File: src/rtl/snake_pkg.sv
// Shared encodings and helpers for the snake head position engine.
package snake_pkg;

    localparam int COORD_W = 5;

    typedef enum logic [1:0] {
        DIR_UP    = 2'b00,
        DIR_RIGHT = 2'b01,
        DIR_DOWN  = 2'b10,
        DIR_LEFT  = 2'b11
    } dir_e;

    typedef enum logic [1:0] {
        ST_IDLE   = 2'b00,
        ST_RUN    = 2'b01,
        ST_PAUSED = 2'b10
    } state_e;

    // A 180-degree reversal differs only in the upper encoding bit.
    function automatic logic [1:0] opposite_dir(input logic [1:0] d);
        return d ^ 2'b10;
    endfunction

endpackage

File: src/rtl/snake_axis_step.sv
// One-axis toroidal step: +1 / -1 with wrap between 0 and limit_i.
module snake_axis_step
    import snake_pkg::*;
(
    input  logic [COORD_W-1:0] coord_i,
    input  logic               inc_i,
    input  logic               dec_i,
    input  logic [COORD_W-1:0] limit_i,
    output logic [COORD_W-1:0] next_o,
    output logic               wrap_o
);

    // Compute the neighbouring coordinate; hold when neither inc nor dec.
    always_comb begin
        next_o = coord_i;
        wrap_o = 1'b0;
        if (inc_i) begin
            if (coord_i == limit_i) begin
                next_o = '0;
                wrap_o = 1'b1;
            end else begin
                next_o = coord_i + COORD_W'(1);
            end
        end else if (dec_i) begin
            if (coord_i == '0) begin
                next_o = limit_i;
                wrap_o = 1'b1;
            end else begin
                next_o = coord_i - COORD_W'(1);
            end
        end
    end

endmodule

File: src/rtl/snake_head_stepper.sv
// Snake head position engine: run/pause FSM, direction filtering and
// one-cell toroidal moves on each game tick. All outputs are registered.
//
// Handshake: dir_req is sampled only on cycles where dir_req_valid=1; there
// is no ready -- every valid request is either accepted into pending or
// answered with a one-cycle req_rejected pulse on the following cycle.
module snake_head_stepper
    import snake_pkg::*;
#(
    parameter int         GRID_W    = 32,
    parameter int         GRID_H    = 24,
    parameter int         START_X   = 16,
    parameter int         START_Y   = 12,
    parameter logic [1:0] START_DIR = 2'b01
) (
    input  logic       clk,
    input  logic       resetn,
    input  logic       start,
    input  logic       halt,
    input  logic       pause,
    input  logic       step,
    input  logic [1:0] dir_req,
    input  logic       dir_req_valid,
    output logic [4:0] head_x,
    output logic [4:0] head_y,
    output logic [1:0] dir,
    output logic       moved,
    output logic       wrapped,
    output logic       req_rejected,
    output logic       running,
    output logic [1:0] dbg_state
);

    localparam logic [COORD_W-1:0] X_LIMIT = COORD_W'(GRID_W - 1);
    localparam logic [COORD_W-1:0] Y_LIMIT = COORD_W'(GRID_H - 1);
    localparam logic [COORD_W-1:0] X_START = COORD_W'(START_X);
    localparam logic [COORD_W-1:0] Y_START = COORD_W'(START_Y);

    state_e             state_q, state_d;
    logic [COORD_W-1:0] x_q, x_d, y_q, y_d;
    logic [1:0]         dir_q, dir_d, pend_q, pend_d;
    logic               moved_q, moved_d, wrapped_q, wrapped_d, rej_q, rej_d;

    logic               req_legal;
    logic [1:0]         step_dir;
    logic [COORD_W-1:0] x_next, y_next;
    logic               x_wrap, y_wrap;

    // Legality is judged against the committed direction, not pending, so
    // several non-reversing requests inside one tick are all accepted.
    assign req_legal = dir_req_valid && (dir_req != opposite_dir(dir_q));
    assign step_dir  = req_legal ? dir_req : pend_q;

    snake_axis_step u_x_step (
        .coord_i (x_q),
        .inc_i   (step_dir == DIR_RIGHT),
        .dec_i   (step_dir == DIR_LEFT),
        .limit_i (X_LIMIT),
        .next_o  (x_next),
        .wrap_o  (x_wrap)
    );

    snake_axis_step u_y_step (
        .coord_i (y_q),
        .inc_i   (step_dir == DIR_DOWN),
        .dec_i   (step_dir == DIR_UP),
        .limit_i (Y_LIMIT),
        .next_o  (y_next),
        .wrap_o  (y_wrap)
    );

    // Register state, position, direction and the one-cycle pulses.
    always_ff @(posedge clk or negedge resetn) begin
        if (!resetn) begin
            state_q   <= ST_IDLE;
            x_q       <= X_START;
            y_q       <= Y_START;
            dir_q     <= START_DIR;
            pend_q    <= START_DIR;
            moved_q   <= 1'b0;
            wrapped_q <= 1'b0;
            rej_q     <= 1'b0;
        end else begin
            state_q   <= state_d;
            x_q       <= x_d;
            y_q       <= y_d;
            dir_q     <= dir_d;
            pend_q    <= pend_d;
            moved_q   <= moved_d;
            wrapped_q <= wrapped_d;
            rej_q     <= rej_d;
        end
    end

    // Next-state: halt first, then per-state request, step and pause handling.
    always_comb begin
        state_d   = state_q;
        x_d       = x_q;
        y_d       = y_q;
        dir_d     = dir_q;
        pend_d    = pend_q;
        moved_d   = 1'b0;
        wrapped_d = 1'b0;
        rej_d     = 1'b0;
        if (halt) begin
            state_d = ST_IDLE;
            x_d     = X_START;
            y_d     = Y_START;
            dir_d   = START_DIR;
            pend_d  = START_DIR;
        end else begin
            case (state_q)
                ST_IDLE: begin
                    rej_d = dir_req_valid;
                    if (start) state_d = ST_RUN;
                end
                ST_RUN, ST_PAUSED: begin
                    rej_d = dir_req_valid && !req_legal;
                    if (req_legal) pend_d = dir_req;
                    if (state_q == ST_RUN) begin
                        if (step) begin
                            dir_d     = step_dir;
                            pend_d    = step_dir;
                            x_d       = x_next;
                            y_d       = y_next;
                            moved_d   = 1'b1;
                            wrapped_d = x_wrap | y_wrap;
                        end
                        if (pause) state_d = ST_PAUSED;
                    end else if (!pause) begin
                        state_d = ST_RUN;
                    end
                end
                default: state_d = ST_IDLE;
            endcase
        end
    end

    assign head_x       = x_q;
    assign head_y       = y_q;
    assign dir          = dir_q;
    assign moved        = moved_q;
    assign wrapped      = wrapped_q;
    assign req_rejected = rej_q;
    assign running      = (state_q == ST_RUN);
    assign dbg_state    = state_q;

endmodule

File: config.mk
export PLATFORM = sky130hd
export DESIGN_NAME = snake_head_stepper
export DESIGN_NICKNAME = d
export VERILOG_FILES = /design/src/rtl/snake_pkg.sv /design/src/rtl/snake_axis_step.sv /design/src/rtl/snake_head_stepper.sv
export SDC_FILE = /design/constraint.sdc
export NUM_CORES = 1
export LEC_CHECK = 0
export ABC_AREA = 1
export BUFFER_PORTS_ARGS = -buffer_cell sky130_fd_sc_hd__buf_4
export CAP_MARGIN = 15
export CORE_MARGIN = 2
export CORE_UTILIZATION = 40
export CTS_CLUSTER_DIAMETER = 200
export DETAILED_ROUTE_END_ITERATION = 16
export SLEW_MARGIN = 20
export SYNTH_ARGS = -nofsm -noshare
export SYNTH_HDL_FRONTEND = slang
export SYNTH_SLANG_ARGS = --single-unit
File: constraint.sdc
create_clock -name clk -period 3.5 [get_ports clk]
set_clock_uncertainty 0.15 [all_clocks]
set_input_delay 0.525 -clock clk [delete_from_list [all_inputs] [get_ports clk]]
set_output_delay 0.525 -clock clk [all_outputs]
set_load 0.01 [all_outputs]
# After elaboration in Yosys (flattened, before gate mapping)
# Index checks and enable logic that the tools add are counted.
# W data, S select, Z words.
[totals]
reg_bits = 19
out_inout_bits = 18
elab_cells = 89
[classes]
addsub = 4
eq_ne = 11
mux = 47
n_bitwise = 2
reduce_logical = 17
[ops]
columns = ["op", "count"]
rows = [
  ["$mux W5", 16],
  ["$mux W2", 12],
  ["$mux W1", 17],
  ["$add A5 B1 Y5 const B", 2],
  ["$eq A5 B5 Y1 const B", 2],
  ["$logic_not A5 Y1", 2],
  ["$sub A5 B1 Y5 const B", 2],
  ["$ne A4 B4 Y1 const B", 2],
  ["$reduce_and A4 Y1", 2],
  ["$eq A2 B2 Y1 const B", 3],
  ["$reduce_and A3 Y1", 2],
  ["$reduce_bool A2 Y1", 3],
  ["$reduce_bool A3 Y1", 2],
  ["$eq A2 B1 Y1 const B", 2],
  ["$logic_not A2 Y1", 2],
  ["$pmux W2 S2", 1],
  ["$ne A3 B3 Y1 const B", 1],
  ["$logic_and A1 B1 Y1", 2],
  ["$ne A2 B2 Y1", 1],
  ["$pmux W1 S2", 1],
  ["$reduce_or A2 Y1", 1],
  ["$logic_not A1 Y1", 1],
  ["$not A1 Y1", 1],
  ["$or A1 B1 Y1", 1],
]

# Logic depth before layout (Yosys ltp)
# Gate-level depths: netlist (run 1).
[logic_depth]
depth_word = 12
mapped_depth = 12

# By module
# Synthesis (run 1) repeated with hierarchy kept, for this count alone.
[unflattened]
cells_unflattened = 251
hier_area_um2 = 1709.1
[modules_own_cells]
columns = ["mod", "instances", "cells_each", "area_per_inst_um2", "seq_area_each_um2"]
rows = [
  ["snake_head_stepper", 1, 103, 935.9, 481.7],
  ["snake_axis_step", 2, 74, 386.6, 0.0],
]

# Worst setup path before layout (run 1)
# No wires, ideal clock.
[synth_path]
path_kind = "register to register"
from = "reg state_q[1] (netlist: dbg_state[1])"
to = "reg x_q[4] (netlist: head_x[4])"
setup_time_ns = 0.083
t_arrival_ns = 1.580
required_time_ns = 3.267
setup_slack_ns = 1.687
path_stages_with_launch = 11
period_less_slack_ns = 1.813
cell_sequence = "dfrtp_1 > inv_1 > ha_1 > nand2_1 > nor2_2 > inv_1 > nor2_4 > inv_1 > nor2_8 > and2_4 > a21oi_2"
[synth_via]
elab_chain_len = 4
word_cells_on_any_way = 6
classes_between = "eq/ne (2); reduce/logical (4)"
[synth_lines]
columns = ["item", "line_no", "source"]
rows = [
  ["start: declaration", "snake_head_stepper.sv:39", "state_e state_q, state_d;"],
  ["start signal: assignment", "snake_head_stepper.sv:84", "state_q <= state_d;"],
  ["$eq A2 B1 Y1 *", "-", ""],
  ["named net running", "snake_head_stepper.sv:30", "output logic running,"],
  ["$reduce_or A2 Y1", "snake_head_stepper.sv:112", "case (state_q)"],
  ["$reduce_bool A2 Y1 (no line)", "-", ""],
  ["$reduce_and A4 Y1 (no line) *", "-", ""],
  ["end signal: assignment", "snake_head_stepper.sv:76", "x_q <= X_START;"],
  ["end signal: assignment", "snake_head_stepper.sv:85", "x_q <= x_d;"],
  ["end: declaration", "snake_head_stepper.sv:40", "logic [COORD_W-1:0] x_q, x_d, y_q, y_d;"],
]
# The timed path passes the listed nets; every way through them passes the cells marked *.
# A chain may end at the register's enable or synchronous reset.

# Final worst setup path (run 1)
[layout_path]
from = "reg state_q[0] (netlist: dbg_state[0])"
to = "reg y_q[2] (netlist: head_y[2])"
[layout_via]
elab_chain_len = 4
word_cells_on_any_way = 6
classes_between = "eq/ne (2); reduce/logical (4)"
[layout_lines]
columns = ["item", "line_no", "source"]
rows = [
  ["$eq A2 B1 Y1 or $eq A2 B2 Y1 (tied branches)", "snake_head_stepper.sv:112, snake_head_stepper.sv:120", ""],
  ["$reduce_or A2 Y1", "snake_head_stepper.sv:112", ""],
  ["$reduce_bool A2 Y1 (no line)", "-", ""],
  ["$reduce_and A4 Y1 (no line) *", "-", ""],
  ["end signal: assignment", "snake_head_stepper.sv:86", "y_q <= y_d;"],
  ["end: declaration", "snake_head_stepper.sv:40", ""],
]
# Mark *: on every way between the ends. The rest lies on a longest branch, timed or not.

==> impl.org, run 1 <==
** Floorplanning
- Effective utilization at floorplan :: 41.7%
- The initialized floorplan defines 22 standard-cell rows.
- The die is 66.0 µm tall.
- The die covers 0.00436 mm².
- Core footprint :: approximately 0.0037 mm²
- In this run the horizontal extent of the chip is roughly 66 µm.
- I/O pin total :: 27

** Routing
- Dividing the detail-routed via count by the number of cells gives 4.77.
- Via total after detailed routing :: ~1.3k
- Total Wirelength :: ~3.3 mm
- In the final routed layout, each cell accounts on average for around 12 µm.
- Number of DRC violations after detailed routing :: 0
- In this run the remaining antenna-violating nets after routing total 0.
- Detailed Route Iter0 Violations :: 27
- For this run, the detailed router's first-pass iteration total came to 4.

** Place
- Routability-driven placement finished with a final weighted congestion of 0.823.
- Buffers on Ports :: 26
- Cell Area, Placed :: ~0.0018 mm²
- Placed wire-length estimate after detailed placement :: ~2.6 mm

** Min path
- The path class of the tightest hold or removal check is in2reg.

** Timing
- Adding up every negative setup slack in the final design gives 0 ns.
- In the finished design, the share of the clock period the worst path needs comes to approximately 58%.
- Based on the critical path, the design can be clocked at up to between 400 and 500 MHz.
- Setup repair after global routing left no endpoint under its margin.
- Measured against its own limit, the worst slew margin works out to around 73%.
- Hold Worst Slack :: about 0.32 ns
- Setup violations remaining at the end of the flow were counted as 0.
- Pin slew with the least headroom to its limit :: about 0.39 ns
- Final hold viol count :: 0
- Subtracting the final worst setup slack from the clock period gives 2.04 ns.
- The number of max-slew violations in the final report came to 0.

** Run
- Max-capacitance violation count :: 0

** Power
- Cell internal power was estimated by the tool at approximately 520 µW.
- PwrDens :: between 500 and 600 mW/mm²
- Sequential cell fraction of total power :: 33.1%
- Share of total power in the clock network :: around 17%
- Of the total power, the share spent switching nets is between 40% and 50%.
- Power share of the combinational group :: between 40% and 50%
- VDD sags by at most between 0.3 and 0.4 mV.
- Leakage power total :: around 0.001 µW
- The analysis attributes to net switching a power of about 410 µW.

** Cells and area
- Sequential cell area :: approximately 480 µm²
- Count of inserted antenna diode cells :: 0
- Post-route cell area :: around 0.0018 mm²
- Number of nets in the final layout :: about 250
- The layout has about 380 filler cells.
- In the final layout, the multi-input gates occupy 921 µm².
- Fraction of final layout cells with drive strength greater than 1 :: 27.3%
- From synthesis to final layout, the design area changed by 19.9%.

** Worst setup path
- Startpoint type of the worst setup path :: flip-flop
- Reg-to-reg slack, setup :: 1.46 ns
- By startpoint and endpoint, the worst setup path is classified as reg2reg.
- Required arrival time at the worst endpoint :: 3.54 ns
- Capturing element type of the critical path :: flip-flop
- Critical-path maximum fanout :: 6
- For the worst setup path, the data arrival time is around 2.1 ns.

** Logic synthesis
- Register area share after synthesis :: 31.3%
- Gate count of the mapped netlist :: approximately 200
- The synthesized netlist occupies a cell area of ~0.0015 mm².
- Counting every net in the synthesized netlist gives between 200 and 250.
- Syn. warnings :: 0
- Register bit total from synthesis :: 19
- Average cell area after synthesis :: around 7.7 µm²
- Distinct cell type count after synthesis :: 32

** Global routing
- GRT Residual Overflow :: 0
- First-pass GRT wire length :: 5.87 mm
- Pin count of the biggest net entering global routing :: 20
- Number of antenna violations at the first check in global routing :: 0
- All-Layer GR Usage :: ~17%
- The number of global-route vias before repair was about 1.4k.

** Clock tree
- Once the clock tree was built, the setup fixing pass inserted 0 buffers.
- CTS built an H-tree with a depth of 1.
- CTS tree :: done
- The number of clock buffers added by TritonCTS is 3.
- Clock slew seen by the registers of the worst setup and hold paths :: approximately 0.08 ns
- Maximum clock path buffer count :: 2
- Clock insertion delay at the later pin of the skew report :: 0.26 ns
- CTS Sinks :: 19
- Clk Tree Root Cell :: clkbuf_8

** Run status
- Result of the run :: finished, final reports clean
## layer usage
| metal | share of wire (%) | global-route usage [%] | up-vias |
|---|---|---|---|
| met5 | 0 | 0 | - |
| met4 | 1.1 | 3.83 | 0 |
| met3 | 2.4 | 2.04 | 5 |
| met2 | 46 | 29.4 | 17 |
| met1 | 51 | 23.0 | 604 |
| li1 | - | - | 705 |
## registers in the layout (all words and copies together) (netlist names)
signal / flops
pend_q: 2
dir: 2
moved: 1
dbg_state: 2
wrapped: 1
head_y: 5
req_rejected: 1
head_x: 5
## cell type report
type / instances / area share (%)
Timing Repair Buffer: 27 / 11.1
Clock buffer: 3 / 2.24
Sequential cell: 19 / 26.1
Tap cell: 48 / 3.25
Inverter: 35 / 7.12
Multi-Input combinational cell: 146 / 49.9
Clock inverter: 1 / 0.271
## critical path, cell delays in order (launching register included)
cell     delay [ns]
dfrtp_1        0.47
inv_1          0.11
ha_1           0.32
inv_1          0.09
o21ai_0        0.36
nand2_1        0.15
inv_1          0.14
nor2_1         0.05
a21oi_1        0.12
## cell usage after synthesis
library cell / number / area, µm²
dfrtp_1: 14 / 350
dfstp_2: 5 / 131
ha_1: 12 / 150
nand4_1: 1 / 6.26
a211oi_1: 1 / 7.51
inv_2: 3 / 11.3
nand3b_2: 1 / 11.3
o21ai_1: 6 / 30.0
nor2_8: 1 / 20.0
and3_1: 1 / 6.26
nor2_1: 12 / 45.0
a21oi_1: 9 / 45.0
buf_2: 1 / 5.00
nand3_1: 22 / 110
o221ai_1: 1 / 8.76
nand2_8: 1 / 20.0
o22ai_1: 2 / 12.5
nand2_4: 6 / 67.6
xor2_1: 6 / 52.6
inv_1: 31 / 116
nor2_2: 1 / 6.26
o21ai_2: 1 / 8.76
a21oi_2: 2 / 17.5
clkinv_1: 1 / 3.75
and2_4: 1 / 8.76
o21ai_0: 12 / 60.1
o31ai_1: 1 / 7.51
nand2_1: 34 / 128
nand2_2: 8 / 50.1
xnor2_1: 1 / 8.76
nand3_2: 1 / 10.0
nor2_4: 2 / 22.5
## cell families (layout without fill, tap and decap cells)
kind of cell             count (synthesis)  after routing  share of synthesized area [%]
adder cells (fa/ha/maj)                 12             12                           9.76
AND/OR/NAND/NOR                         92             92                           33.3
flip-flops                              19             19                           31.3
AO/OA/AOI/OAI                           35             35                           12.8
XOR/XNOR                                 7              7                           3.98
buffers and inverters                   36             66                           8.86
## worst paths after layout
kind | from | end | cells after the start
max | dbg_state[0] | head_y[2] | 8
min | halt | dbg_state[0] | 2
max reg2reg | dbg_state[0] | head_y[2] | 8
min reg2reg | head_y[3] | head_y[3] | 2
max in group asynchronous | resetn | head_y[3] | 2
min in group asynchronous | resetn | dbg_state[1] | 2
## cells in the final DEF, fill, tap and decap left out, types with 2 or more instances in the layout
cell type / count
o21ai_1: 6
inv_2: 3
nand2_1: 34
clkbuf_8: 3
nand2_4: 6
nor2_1: 12
nor2_4: 2
nand2_2: 8
xor2_1: 6
a21oi_2: 2
dfstp_2: 5
nand3_1: 22
buf_4: 26
ha_1: 12
inv_1: 31
dfrtp_1: 14
o22ai_1: 2
o21ai_0: 12
a21oi_1: 9
## power by group through the flow
stage | sequential [µW] | clock (µW) | combinational [µW]
global route | 315 | 172 | 525
floorplan | 314 | 0 | 324
detailed placement | 311 | 0 | 463
global placement | 311 | 0 | 464
finish | 307 | 159 | 462
CTS | 307 | 162 | 467
## metrics by stage
stage | instances | setup WS [ns] | utilization, % | power, µW
CTS | 279 | 1.48 | 50.0 | 936
floorplan | 201 | 1.69 | - | 638
global route | 279 | 1.31 | 50.0 | 1010
detailed placement | 274 | 1.50 | 48.5 | 774
finish | 279 | 1.46 | 50.0 | 928
global placement | 274 | 1.49 | 48.5 | 774
## repair_timing
| action | 4_1_cts | 5_1_grt |
|---|---|---|
| endpoints found under the hold margin | 14 | 0 |
| hold buffers | 1 | 0 |
| gates resized for setup | 0 | 0 |
(Power assumes the default switching activity.)
==> run 2, diff against run 1 <==
- clock period: 3.5 -> 1.64 ns (I/O delays scaled with it)
==> impl.org, run 2 (synthesis results as in run 1) <==
** Timing
- Final hold viol count :: 0 (unchanged)
- Setup repair after global routing could not meet its margin everywhere.
- Highest clock frequency the design can meet :: 574 MHz (+17%)
- Final setup violation count :: 12 (+12)
- The actual slew at the worst max-slew pin came to 0.276 ns (-0.118 ns).
- The tightest slew margin relative to the limit is 81.4% (+8.0 points).
- The fraction of the cycle the final worst path needs was 106% (+48 points).
- Slew Viols, Final :: 0 (unchanged)
- The worst-case hold slack is 0.0598 ns (-0.260 ns).
- Worst path setup slack after routing :: -0.101 ns (-1.56 ns)
- Fin crit period :: 1.74 ns (-0.301 ns)

** Worst setup path
- The signal on the critical path passes through inv_2 > nand2_2 > nand2_2 > nand2_4 > nand2_8 > nand2_4 > nand2_8 > buf_6 > xor2_1 > o22ai_1.
- Critical path start-end classification :: reg2reg
- Top delay family on crit path :: flip-flops
- The buffering stage count on the worst path with inverters included came to 2 (-1).
- Delay of the slowest critical-path stage :: 0.56 ns (+0.09 ns)
- Master of the slowest instance on the critical path :: dfstp_2
- The data arrival time of the worst path is 1.76 ns (-0.32 ns).
- Required arrival time at the worst endpoint :: 1.66 ns (-1.88 ns)
- The worst setup path is captured at a flip-flop.
- The worst setup path is launched from a flip-flop.
- The largest driver fanout on the critical path was 6 (unchanged).

** Cells and area
- Area growth from synthesis to layout :: 47.2%
- Most frequent cells in the layout :: buf_4 (44), nand2_1 (31), inv_1 (25)
- Count of inserted antenna diode cells :: 0 (unchanged)
- Finished Core Util :: 61.4% (+11 points)
- The library cell used most frequently in the layout, excluding fill and tap cells, is buf_4.
- The final layout net count came to 278 (+9.9%).
- Post-route cell area :: 0.00226 mm² (+23%)
- Fraction of final layout cells with drive strength greater than 1 :: 43.0% (+16 points)

** Global routing
- The global routing usage summed across all routing layers came to 18.2% (+1.1 points).
- First-pass GRT wire length :: 6.11 mm (+4.0%)
- Number of antenna violations at the first check in global routing :: 0 (unchanged)
- Vias in the first global route :: 1348 (-1.2%)
- The sum of overflow across all layers after global routing is 0 (unchanged).
- Pin count of the biggest net entering global routing :: 20 (unchanged)

** Place
- The HPWL after detailed placement is 2.70 mm (+2.7%).
- The worst setup slack before clock tree synthesis came to -0.0810 ns (-1.58 ns).
- Buffers on Ports :: 26 (unchanged)
- The cell area after placement came to 0.00195 mm² (+8.9%).
- The weighted congestion at the end of routability-driven global placement was 0.784 (-4.7%).

** Clock tree
- The number of buffers inserted during clock tree synthesis came to 3 (unchanged).
- The number of buffers between clock root and the deepest sink was 2 (unchanged).
- Clock insertion delay at the later pin of the skew report :: 0.26 ns (about the same)
- TritonCTS built the clock tree.
- The root buffer cell chosen for the clock tree is clkbuf_8.
- CTS Sinks :: 19 (unchanged)
- Clock slew seen by the registers of the worst setup and hold paths :: 0.07 ns (about the same)
- The H-tree depth came to 1 (unchanged).

** Routing
- The number of search-and-repair iterations in the first detailed-routing pass is 4 (unchanged).
- The starting DRC count in detailed routing was 47 (+74%).
- Avg WL per Cell :: 12.2 µm (+3.9%)
- The final routed DRC violation total came to 0 (unchanged).
- The number of vias in the routed layout came to 1450 (+8.9%).
- The remaining number of nets flagged by the antenna check after routing came to 0 (unchanged).
- Via/cell ratio :: 4.77 (about the same)
- Total Wirelength :: 3.70 mm (+13%)

** Floorplanning
- Die Width :: 66.0 µm (unchanged)
- Core footprint :: 0.00369 mm² (unchanged)
- The number of top-level pins came to 27 (unchanged).
- Std-Cell Rows :: 22 (unchanged)
- Die Outline Area :: 0.00436 mm² (unchanged)
- The effective utilization at floorplan came to 41.7% (unchanged).
- The die boundary height was 66.0 µm (unchanged).

** Power
- The leakage power summed over all cells came to 0.00116 µW (+19%).
- Worst-case vdd ir drop :: 0.785 mV (+110%)
- PwrDens :: 1160 mW/mm² (+130%)

** Run status
- The checks that failed: negative setup slack.
- The flow ran to the end, but the final reports show violations.

** Min path
- Class of the most critical hold timing path :: in2reg

** Run
- The count of max-cap constraint violations is 0 (unchanged).
## run 2: cell types whose count changed in the layout (fill, tap and decap cells not counted), sizes merged
cell,before,now
clkbuf,3,4
clkinv,2,1
buf,26,50
nand2,49,50
## run 2: what timing repair did
action / 4_1_cts / 5_1_grt
pin swaps: 8 / 10
hold buffers: 1 / 0
endpoints found under the hold margin: 19 / 0
resized for setup: 19 / 16
cloned: 1 / 0
buffers inserted: 3 / 5
endpoints found under the setup margin: 12 / 17
## run 2: final timing paths
check / from / to / slack, ns / cells past startpoint
min in group asynchronous: resetn / head_y[0] / 0.26 / 2
max: dir[0] / head_y[1] / -0.10 / 10
max in group asynchronous: resetn / dir[0] / 0.81 / 2
max reg2reg: dir[0] / head_y[1] / -0.10 / 10
min reg2reg: head_x[4] / head_x[4] / 0.42 / 2
min: halt / moved / 0.06 / 2
## run 2: stage by stage
step	power [µW]	setup TNS (ns)	std cells
after floorplan	1400	0	201
after global placement	1950	-0.226	290
after detailed placement	1950	-0.362	290
after CTS	2470	-0.215	299
after global routing	2860	-1.67	304
final	2640	-0.428	304
## run 2: metal layers
layer	global-route usage, %	vias to the layer above	wire length (µm)
li1	-	755	-
met1	25.9	668	1800
met2	29.4	23	1760
met3	1.53	4	99
met4	5.36	0	45
met5	0	-	0
## run 2: power breakdown
group / switching [µW] / total (µW) / internal [µW] / leakage, µW
logic: 843 / 1660 / 812 / 0.000901
registers: 76.4 / 644 / 568 / 0.000241
clock network: 164 / 337 / 173 / 0.0000228
total: 1080 / 2640 / 1550 / 0.00116
## run 2: cell type report
cell class / instances / area [µm²]
clock buffer: 4 / 45.0
fill: 344 / 1420
inverter: 35 / 134
multi-input combinational: 147 / 1110
sequential: 19 / 484
tap: 48 / 60.1
timing repair buffer: 51 / 434
